[src/rtl/calc_pkg.sv]
// calc_pkg: shared encodings for the stack calculator controller.
//   cmd_op_e : command codes carried on cmd_op
//   alu_op_e : ALU operation codes carried on cmd_opcode for EVAL
//   state_e  : sequencer FSM states
package calc_pkg;

    typedef enum logic [1:0] {
        CMD_PUSH  = 2'b00,
        CMD_POP   = 2'b01,
        CMD_EVAL  = 2'b10,
        CMD_CLEAR = 2'b11
    } cmd_op_e;

    typedef enum logic [2:0] {
        ALU_ADD   = 3'b000,
        ALU_SUB   = 3'b001,
        ALU_AND   = 3'b010,
        ALU_OR    = 3'b011,
        ALU_XOR   = 3'b100,
        ALU_SHL   = 3'b101,
        ALU_SHR   = 3'b110,
        ALU_PASSB = 3'b111
    } alu_op_e;

    typedef enum logic [2:0] {
        S_IDLE, S_WR, S_WR_ACK, S_RD, S_RD_ACK, S_ALU, S_DONE, S_ERR
    } state_e;

    // Handshake watchdog limit in cycles (only used with CALC_HS_TIMEOUT_EN).
    localparam int WDOG_LIMIT = 15;

endpackage

[src/rtl/calc_alu.sv]
// calc_alu: combinational ALU, R = A op B truncated to RW bits.
//   a, b : operands (b is the value that was on top of the stack)
//   op   : ALU op code (low 3 bits used)
//   r    : result
module calc_alu
    import calc_pkg::*;
#(
    parameter int RW = 6,
    parameter int OW = 3
) (
    input  logic [RW-1:0] a,
    input  logic [RW-1:0] b,
    input  logic [OW-1:0] op,
    output logic [RW-1:0] r
);

    always_comb begin
        r = '0;
        case (alu_op_e'(op[2:0]))
            ALU_ADD:   r = a + b;
            ALU_SUB:   r = a - b;
            ALU_AND:   r = a & b;
            ALU_OR:    r = a | b;
            ALU_XOR:   r = a ^ b;
            ALU_SHL:   r = a << 1;
            ALU_SHR:   r = a >> 1;
            ALU_PASSB: r = b;
            default:   r = '0;
        endcase
    end

endmodule

[src/rtl/stack_calc_ctrl.sv]
// stack_calc_ctrl: command sequencer for the calculator result/opcode LIFO.
// Accepts PUSH/POP/EVAL/CLEAR over valid/ready, runs the LIFO push/pop
// set-then-reset flag handshakes and returns one response per command.
// Ports:
//   clk, reset_n                 clock, async active-low reset
//   cmd_valid/cmd_ready          command handshake (ready = idle)
//   cmd_op/cmd_data/cmd_opcode   command, PUSH operand, PUSH tag / EVAL op
//   st_*                         LIFO control and status
//   rsp_valid/rsp_data/rsp_err   one-cycle response
// Build option: define CALC_HS_TIMEOUT_EN to add a 15-cycle handshake watchdog.
module stack_calc_ctrl
    import calc_pkg::*;
#(
    parameter int DEPTH = 6,
    parameter int RW    = 6,
    parameter int OW    = 3
) (
    input  logic          clk,
    input  logic          reset_n,
    input  logic          cmd_valid,
    output logic          cmd_ready,
    input  logic [1:0]    cmd_op,
    input  logic [RW-1:0] cmd_data,
    input  logic [OW-1:0] cmd_opcode,
    output logic          st_push,
    output logic          st_pop,
    output logic [RW-1:0] st_resultin,
    output logic [OW-1:0] st_opcodeselin,
    output logic          st_flag_reset,
    output logic          st_read_flag_reset,
    input  logic          st_flag,
    input  logic          st_readflag,
    input  logic [RW-1:0] st_resulttos,
    output logic          rsp_valid,
    output logic [RW-1:0] rsp_data,
    output logic          rsp_err
);

    localparam int CW = $clog2(DEPTH + 1);

    state_e        state, state_next;
    logic [CW-1:0] count;
    cmd_op_e       op_q;
    logic [RW-1:0] data_q, a_q, b_q, res_q, alu_r;
    logic [OW-1:0] opc_q;
    logic          phase;        // EVAL: 0 = popping B, 1 = popping A
    logic          accept;
    logic          hs_timeout;

    assign accept = cmd_valid && cmd_ready;

    calc_alu #(.RW(RW), .OW(OW)) u_alu (
        .a  (a_q),
        .b  (b_q),
        .op (opc_q),
        .r  (alu_r)
    );

`ifdef CALC_HS_TIMEOUT_EN
    logic [3:0] wdog;
    logic       wait_st, hs_done;

    assign wait_st = (state == S_WR) || (state == S_WR_ACK) ||
                     (state == S_RD) || (state == S_RD_ACK);
    assign hs_done = ((state == S_WR)     &&  st_flag)     ||
                     ((state == S_WR_ACK) && !st_flag)     ||
                     ((state == S_RD)     &&  st_readflag) ||
                     ((state == S_RD_ACK) && !st_readflag);
    // wdog holds the number of cycles already spent in the current state.
    assign hs_timeout = wait_st && !hs_done && (wdog == 4'(WDOG_LIMIT - 1));

    always_ff @(posedge clk or negedge reset_n) begin
        if (!reset_n)                 wdog <= '0;
        else if (state != state_next) wdog <= '0;
        else if (wdog != 4'hF)        wdog <= wdog + 4'd1;
    end
`else
    assign hs_timeout = 1'b0;
`endif

    always_ff @(posedge clk or negedge reset_n) begin
        if (!reset_n) state <= S_IDLE;
        else          state <= state_next;
    end

    always_comb begin
        state_next         = state;
        cmd_ready          = 1'b0;
        st_push            = 1'b0;
        st_pop             = 1'b0;
        st_resultin        = '0;
        st_opcodeselin     = '0;
        st_flag_reset      = 1'b0;
        st_read_flag_reset = 1'b0;
        rsp_valid          = 1'b0;
        rsp_data           = '0;
        rsp_err            = 1'b0;
        case (state)
            S_IDLE: begin
                cmd_ready = 1'b1;
                if (cmd_valid) begin
                    case (cmd_op_e'(cmd_op))
                        CMD_PUSH:  state_next = (count == CW'(DEPTH)) ? S_ERR : S_WR;
                        CMD_POP:   state_next = (count == '0)         ? S_ERR : S_RD;
                        CMD_EVAL:  state_next = (count <  CW'(2))     ? S_ERR : S_RD;
                        default:   state_next = (count == '0)         ? S_DONE : S_RD;
                    endcase
                end
            end
            S_WR: begin
                st_push        = 1'b1;
                st_resultin    = (op_q == CMD_EVAL) ? res_q : data_q;
                st_opcodeselin = opc_q;
                if (st_flag) state_next = S_WR_ACK;
            end
            S_WR_ACK: begin
                st_flag_reset = 1'b1;
                if (!st_flag) state_next = S_DONE;
            end
            S_RD: begin
                st_pop = 1'b1;
                if (st_readflag) state_next = S_RD_ACK;
            end
            S_RD_ACK: begin
                st_read_flag_reset = 1'b1;
                if (!st_readflag) begin
                    if (op_q == CMD_EVAL)
                        state_next = phase ? S_ALU : S_RD;
                    else if (op_q == CMD_CLEAR && count > CW'(1))
                        state_next = S_RD;
                    else
                        state_next = S_DONE;
                end
            end
            S_ALU:  state_next = S_WR;
            S_DONE: begin
                rsp_valid = 1'b1;
                case (op_q)
                    CMD_PUSH: rsp_data = data_q;
                    CMD_POP:  rsp_data = b_q;
                    CMD_EVAL: rsp_data = res_q;
                    default:  rsp_data = '0;
                endcase
                state_next = S_IDLE;
            end
            S_ERR: begin
                rsp_valid  = 1'b1;
                rsp_err    = 1'b1;
                state_next = S_IDLE;
            end
            default: state_next = S_IDLE;
        endcase
        // Watchdog abort: the next cycle is ERR, which drops every strobe.
        if (hs_timeout) state_next = S_ERR;
    end

    always_ff @(posedge clk or negedge reset_n) begin
        if (!reset_n) begin
            count  <= '0;
            op_q   <= CMD_PUSH;
            data_q <= '0;
            opc_q  <= '0;
            a_q    <= '0;
            b_q    <= '0;
            res_q  <= '0;
            phase  <= 1'b0;
        end else begin
            if (accept) begin
                op_q   <= cmd_op_e'(cmd_op);
                data_q <= cmd_data;
                opc_q  <= cmd_opcode;
                phase  <= 1'b0;
            end
            // First pop lands in B (top of stack), second in A.
            if (state == S_RD && st_readflag) begin
                if (phase) a_q <= st_resulttos;
                else       b_q <= st_resulttos;
            end
            if (state == S_RD_ACK && !st_readflag) begin
                count <= count - CW'(1);
                phase <= 1'b1;
            end
            if (state == S_WR_ACK && !st_flag) count <= count + CW'(1);
            if (state == S_ALU) res_q <= alu_r;
        end
    end

endmodule
[config.mk]
export PLATFORM = sky130hd
export DESIGN_NAME = stack_calc_ctrl
export DESIGN_NICKNAME = d
export VERILOG_FILES = /design/src/rtl/calc_pkg.sv /design/src/rtl/calc_alu.sv /design/src/rtl/stack_calc_ctrl.sv
export SDC_FILE = /design/constraint.sdc
export NUM_CORES = 1
export LEC_CHECK = 0
export CORE_UTILIZATION = 43
export CTS_BUF_LIST = sky130_fd_sc_hd__clkbuf_4 sky130_fd_sc_hd__clkbuf_8
export DETAILED_ROUTE_END_ITERATION = 7
export GPL_TIMING_DRIVEN = 0
export PLACE_DENSITY = 0.67
export SETUP_SLACK_MARGIN = 0.5
export SYNTH_ARGS = -nofsm -noshare
export SYNTH_HDL_FRONTEND = slang
export SYNTH_SLANG_ARGS = --single-unit
[constraint.sdc]
create_clock -name clk -period 6.3 [get_ports clk]
set_input_delay 1.26 -clock clk [delete_from_list [all_inputs] [get_ports clk]]
set_output_delay 1.26 -clock clk [all_outputs]
set_load 0.02 [all_outputs]
==> results.py, run 1 <==
metrics = {
    "global_route": {
        "grt-ovfl-total": 0,
        "grt_start_max_net_pins": 37,
        "grt_util_met2": 0.3085,
        "grt_pass1_vias": 2319,
        "met3_usage": 0.03380,
        "grt_usage": 0.2024,
        "antenna_found_initial": 0,
        "top_usage_layer": "met2",
        "grt_pass1_wl_um": 11380,
        "grt.met1_usage": 0.2914,
    },
    "drt": {
        "first_iter_violations": 130,
        "ant_nets": 0,
        "vias_per_cell": 5.498,
        "drt-pass1-iter-count": 4,
        "drc": 0,
        "detail_route.wl_per_cell_um": 15.20,
        "drt_wl_total_um": 6657,
        "via_count": 2408,
    },
    "critical_path": {
        "cp_max_fo": 10,
        "cp-end-kind": "output pin",
        "reg2reg_slack_ps": 3510,
        "crit_required_ps": 5040,
        "cp.arrival_ps": 2270,
        "r2r-end": "res_q[3]",
        "r2r_cells": 8,
        "timing.rr.start": "opc_q[2]",
        "critPathLaunchType": "flip-flop",
        "crit_type": "reg2out",
    },
    "placement": {
        "dpl_cell_area_mm2": 0.003372,
        "io_buffers": 43,
        "place_inst": 430,
        "dp.final_hpwl_um": 5122,
        "gp_congestion": 0.9011,
    },
    "cts": {
        "cts_root_buf": "clkbuf_8",
        "cts_hold_buf": 0,
        "cts_buffers": 5,
        "cts_tree": "done",
        "htreeDepth": 2,
        "cts_buffer_depth": 2,
        "insertion_delay_ps": 290,
        "clock-sinks": 36,
        "ctsResizeCount": 0,
        "clk_pin_slew_ps": 80,
        "cts_setup_buffers": 0,
    },
    "finish": {
        "regArea_um2": 900.9,
        "multi_input_area_mm2": 0.001764,
        "n_antenna_cell": 0,
        "nFillCells": 585,
        "syn_to_final_growth_pct": 22.21,
        "stdcell_count": 438,
        "final_cell_area_mm2": 0.003483,
        "nets": 410,
        "layout-drive-gt1-share": 0.1191,
    },
    "logic_synthesis": {
        "seq_area_frac_synth": 0.3161,
        "synth_edf_count": 0,
        "yosysMostFrequentCell": "dfrtp_1",
        "synth_top_area_frac": 0.3161,
        "async_flop_share": 1.000,
        "synth_area_leaders": "dfrtp_1, ha_1, mux2_2",
        "ys_ff_latch": 36,
        "syn_nets": 360,
        "synth_area_leader_cell": "dfrtp_1",
        "ys.warnings.count": 0,
        "synth_flop_cell": "dfrtp_1",
        "synth_commonest_cells": "dfrtp_1, nand2_1, ha_1",
        "postSynthAreaPerCell_um2": 9.194,
        "synth_cell_types": 58,
        "netlist_area_mm2": 0.002850,
        "synthCells": 310,
    },
    "sta": {
        "fmax_ghz": 0.2836,
        "drv_slew": 0,
        "setup_viol": 0,
        "finClkSkew_ps": 4.692,
        "post-route-period-util": 0.5597,
        "final_hold_viol_count": 0,
        "final.setup.tns_ps": 0,
        "finalCriticalPeriod_ps": 3526,
        "tightest_slew_ps": 848.2,
        "slew_headroom": 0.4346,
        "rsz0062_at_grt": "no",
    },
    "hold_path": {
        "hp-start": "res_q[1]",
        "hold_path_class": "reg2reg",
        "holdPathStages": 2,
        "hold_end": "res_q[1]",
    },
    "floorplanning": {
        "io_pins": 44,
        "die_height_um": 83.42,
        "initial_core_util": 0.4463,
        "core_mm2": 0.006386,
        "dieArea_mm2": 0.006958,
        "rows": 29,
        "die_w_um": 83.42,
    },
    "run": {
        "cap_violations": 0,
    },
    "power_and_ir_drop": {
        "power_w": 0.001922,
        "power.density_mw_per_mm2": 551.7,
        "p_leak_nw": 1.530,
        "worst_ir_drop_vdd_uv": 243.9,
    },
    "outcome": {
        "run_status": "finished clean",
    },
}
[sequential cells by signal (all words and copies together) (netlist names)]
register  count
op_q          2
count         3
opc_q         3
phase         1
res_q         6
state         3
b_q           6
data_q        6
a_q           6
[layout by cell type, fill, tap and decap left out, types with 3 or more instances in the layout]
cell type,count
a211oi_1,3
a21oi_1,23
and2_1,7
and3_1,4
buf_2,5
buf_4,5
clkbuf_1,5
clkbuf_8,5
clkdlybuf4s50_1,42
dfrtp_1,36
ha_1,27
inv_1,25
mux2_1,6
mux2_2,12
mux2i_1,8
nand2_1,32
nand2b_1,4
nand3b_1,3
nor2_1,21
nor2b_1,5
o21a_1,7
o21ai_0,8
o21ai_1,6
o22ai_1,4
xnor2_1,7
[layer usage]
layer  vias to the layer above  wire [um]
met5                         -          0
met4                         0        126
met3                        12        294
met2                        57       2987
met1                      1159       3248
li1                       1180          -
[power breakdown]
part           total [W]  switching (W)  internal [W]
Combinational    0.00123       0.000640      0.000590
Sequential      0.000482       0.000136      0.000346
Clock           0.000210      0.0000923      0.000117
Total            0.00192       0.000869       0.00105
[critical path, stage by stage, from the launching register on]
cell and delay [ps]:
dfrtp_1 360, buf_2 190, nor2b_1 120, clkbuf_1 330, nand2_1 130, o21a_1 120
nor2_1 110, clkdlybuf4s50_1 610
[area by class of cell]
cell class / count / area share
multi-input cells: 233 / 0.5065
flip-flops and latches: 36 / 0.2586
repair buffers: 43 / 0.1221
inverters: 26 / 0.02802
well taps: 77 / 0.02766
plain buffers: 15 / 0.02514
clock buffers: 5 / 0.01976
clock inverters: 3 / 0.01221
[how the worst max path moves through the flow]
stage | slack, ps | from | endpoint | cells past startpoint
final | 2770 | op_q[0] | rsp_data[3] | 7
after global routing | 2550 | op_q[0] | rsp_data[3] | 7
after CTS | 2740 | op_q[0] | rsp_data[2] | 7
after detailed placement | 3080 | op_q[0] | rsp_data[2] | 7
after global placement | 3060 | reset_n | count[0] | 1
after floorplan | 3690 | op_q[0] | rsp_data[0] | 6
[logic make-up (layout without fill, tap and decap cells)]
group	after synthesis	count (layout)	synth area share
adders and majority gates	28	28	0.1255
buffers and inverters	41	92	0.06497
AOI/OAI and AO/OA	75	75	0.1747
and+or+nand+nor	93	93	0.1760
muxes	28	28	0.1150
xor gates and xnor gates	9	9	0.02766
DFF	36	36	0.3161
[metrics by stage]
step             util  hold slack (ps)  worst slack (ps)
3_5_place_dp   0.5280            474.9              3080
4_1_cts        0.5455            493.6              2744
6_report       0.5455            492.2              2774
5_1_grt        0.5455            534.4              2552
3_3_place_gp   0.5288            467.8              3060
2_1_floorplan       -            449.7              3692
Power figures use the tool's default switching activity.
==> run 2, diff against run 1 <==
--- a/config.mk
+++ b/config.mk
@@ -9,7 +9,7 @@
 export CTS_BUF_LIST = sky130_fd_sc_hd__clkbuf_4 sky130_fd_sc_hd__clkbuf_8
 export DETAILED_ROUTE_END_ITERATION = 7
 export GPL_TIMING_DRIVEN = 0
-export PLACE_DENSITY = 0.67
+export PLACE_DENSITY = 0.7
 export SETUP_SLACK_MARGIN = 0.5
 export SYNTH_ARGS = -nofsm -noshare
 export SYNTH_HDL_FRONTEND = slang
==> constraint.sdc (replaced) <==
create_clock -name clk -period 2.95 [get_ports clk]
set_input_delay 0.59 -clock clk [delete_from_list [all_inputs] [get_ports clk]]
set_output_delay 0.59 -clock clk [all_outputs]
set_load 0.02 [all_outputs]
==> run 2 against run 1 <==
  * Register-to-register slack got worse by 3000 ps
  * Critical path depth grew 3
  * Count of clock-buffer cells in the layout unchanged
  * First-iteration DRC count increased by 46%
  * Sequential share of layout area down 0.059 points
  * Worst hold slack lost 110 ps
  * Critical endpoint is now res_q[4]
  * Largest power group unchanged
==> results.py, run 2 (synthesis results as in run 1) <==
metrics = {
    "power_and_ir_drop": {
        "worst_ir_drop_vdd_uv": 541.1,
        "p_leak_nw": 1.621,
        "power.density_mw_per_mm2": 1208,
        "power_w": 0.004235,
    },
    "floorplanning": {
        "initial_core_util": 0.4463,
        "dieArea_mm2": 0.006958,
        "io_pins": 44,
        "die_w_um": 83.42,
        "rows": 29,
        "die_height_um": 83.42,
        "core_mm2": 0.006386,
    },
    "run": {
        "cap_violations": 0,
    },
    "cts": {
        "cts_tree": "done",
        "insertion_delay_ps": 300,
        "htreeDepth": 2,
        "clk_pin_slew_ps": 90,
        "cts_root_buf": "clkbuf_8",
        "cts_buffer_depth": 2,
        "cts_buffers": 5,
        "clock-sinks": 36,
    },
    "drt": {
        "drt_wl_total_um": 6835,
        "ant_nets": 0,
        "drt-pass1-iter-count": 4,
        "vias_per_cell": 5.387,
        "first_iter_violations": 190,
        "drc": 0,
        "via_count": 2408,
        "detail_route.wl_per_cell_um": 15.29,
    },
    "finish": {
        "layout-drive-gt1-share": 0.2027,
        "final_cell_area_mm2": 0.003506,
        "mostFrequentLayoutCells": "dfrtp_1, nand2_1, ha_1",
        "n_antenna_cell": 0,
        "syn_to_final_growth_pct": 23.00,
        "final_common_cell": "dfrtp_1",
        "utilization": 0.5490,
        "nets": 419,
        "stdcell_count": 447,
    },
    "critical_path": {
        "cp-end-kind": "flip-flop",
        "crit_required_ps": 3140,
        "critPathLaunchType": "flip-flop",
        "crit_type": "reg2reg",
        "setup.worst_path.start": "opc_q[1]",
        "timing.rr.start": "opc_q[1]",
        "cp_max_fo": 5,
        "cp.arrival_ps": 2630,
    },
    "global_route": {
        "grt_pass1_wl_um": 11930,
        "grt_start_max_net_pins": 37,
        "grt-ovfl-total": 0,
        "grt_usage": 0.2125,
        "grt_pass1_vias": 2444,
        "antenna_found_initial": 0,
    },
    "placement": {
        "dp.final_hpwl_um": 5155,
        "place_inst": 430,
        "gp_congestion": 0.8820,
        "io_buffers": 43,
        "dpl_cell_area_mm2": 0.003377,
    },
    "hold_path": {
        "hold_path_class": "in2async",
    },
    "sta": {
        "tightest_slew_ps": 828.4,
        "final_hold_viol_count": 0,
        "finalCriticalPeriod_ps": 2438,
        "rsz0062_at_grt": "yes",
        "setup_viol": 0,
        "slew_headroom": 0.4477,
        "final.setup.tns_ps": 0,
        "fmax_ghz": 0.4102,
        "drv_slew": 0,
        "finClkSkew_ps": 9.041,
        "post-route-period-util": 0.8264,
    },
    "outcome": {
        "run_status": "finished clean",
    },
}
## run 2: final cells by class
cell class | count | area, um^2
inverters | 26 | 97.59
clock buffers | 5 | 68.82
repair buffers | 52 | 425.4
well taps | 77 | 96.34
plain buffers | 15 | 88.84
clock inverters | 3 | 42.54
multi-input cells | 233 | 1782
flip-flops and latches | 36 | 904.6
fillers | 601 | 2880
## run 2: stage by stage
step | setup WS, ps | hold slack, ps
final | 512.0 | 384.1
after global routing | 408.6 | 470.5
after CTS | 483.6 | 425.3
after detailed placement | 230.0 | 470.6
after global placement | 245.3 | 468.2
after floorplan | 532.4 | 294.4
## run 2: worst paths after layout
kind                            end  slack (ps)  depth (start not counted)
max in group asynchronous  opc_q[2]        1990                          1
hold reg to reg            res_q[2]         490                          2
setup reg to reg           res_q[4]         510                         10
min in group clk           res_q[2]         490                          2
setup / recovery           res_q[4]         510                         10
hold / removal               b_q[5]         380                          1
## run 2: power by group
part | internal [W] | switching, W | leakage, nW
clock | 0.000250 | 0.000200 | 0.0541
combinational | 0.00131 | 0.00146 | 1.13
sequential | 0.000743 | 0.000267 | 0.433
total | 0.00231 | 0.00193 | 1.62
## run 2: worst max-delay path: stages (launching register included)
cell and delay (ps):
dfrtp_1 450, nor3b_4 250, buf_4 170, nor2_1 50, xnor2_1 130, ha_1 350
a21o_1 200, a21oi_1 170, xor2_1 180, o22ai_1 120, mux2_2 270
## run 2: metal layers
layer	GRT usage	part of all wire
met2	0.3592	0.48
met4	0.04931	0.0095
met1	0.2836	0.47
met5	0	0
met3	0.03777	0.036
## run 2: repair_timing
action	CTS	global route
endpoints found under the setup margin	21	18
gates resized for setup	25	30
cloned	0	0
hold buffers	0	0
pin swaps	1	0
setup buffers	9	0
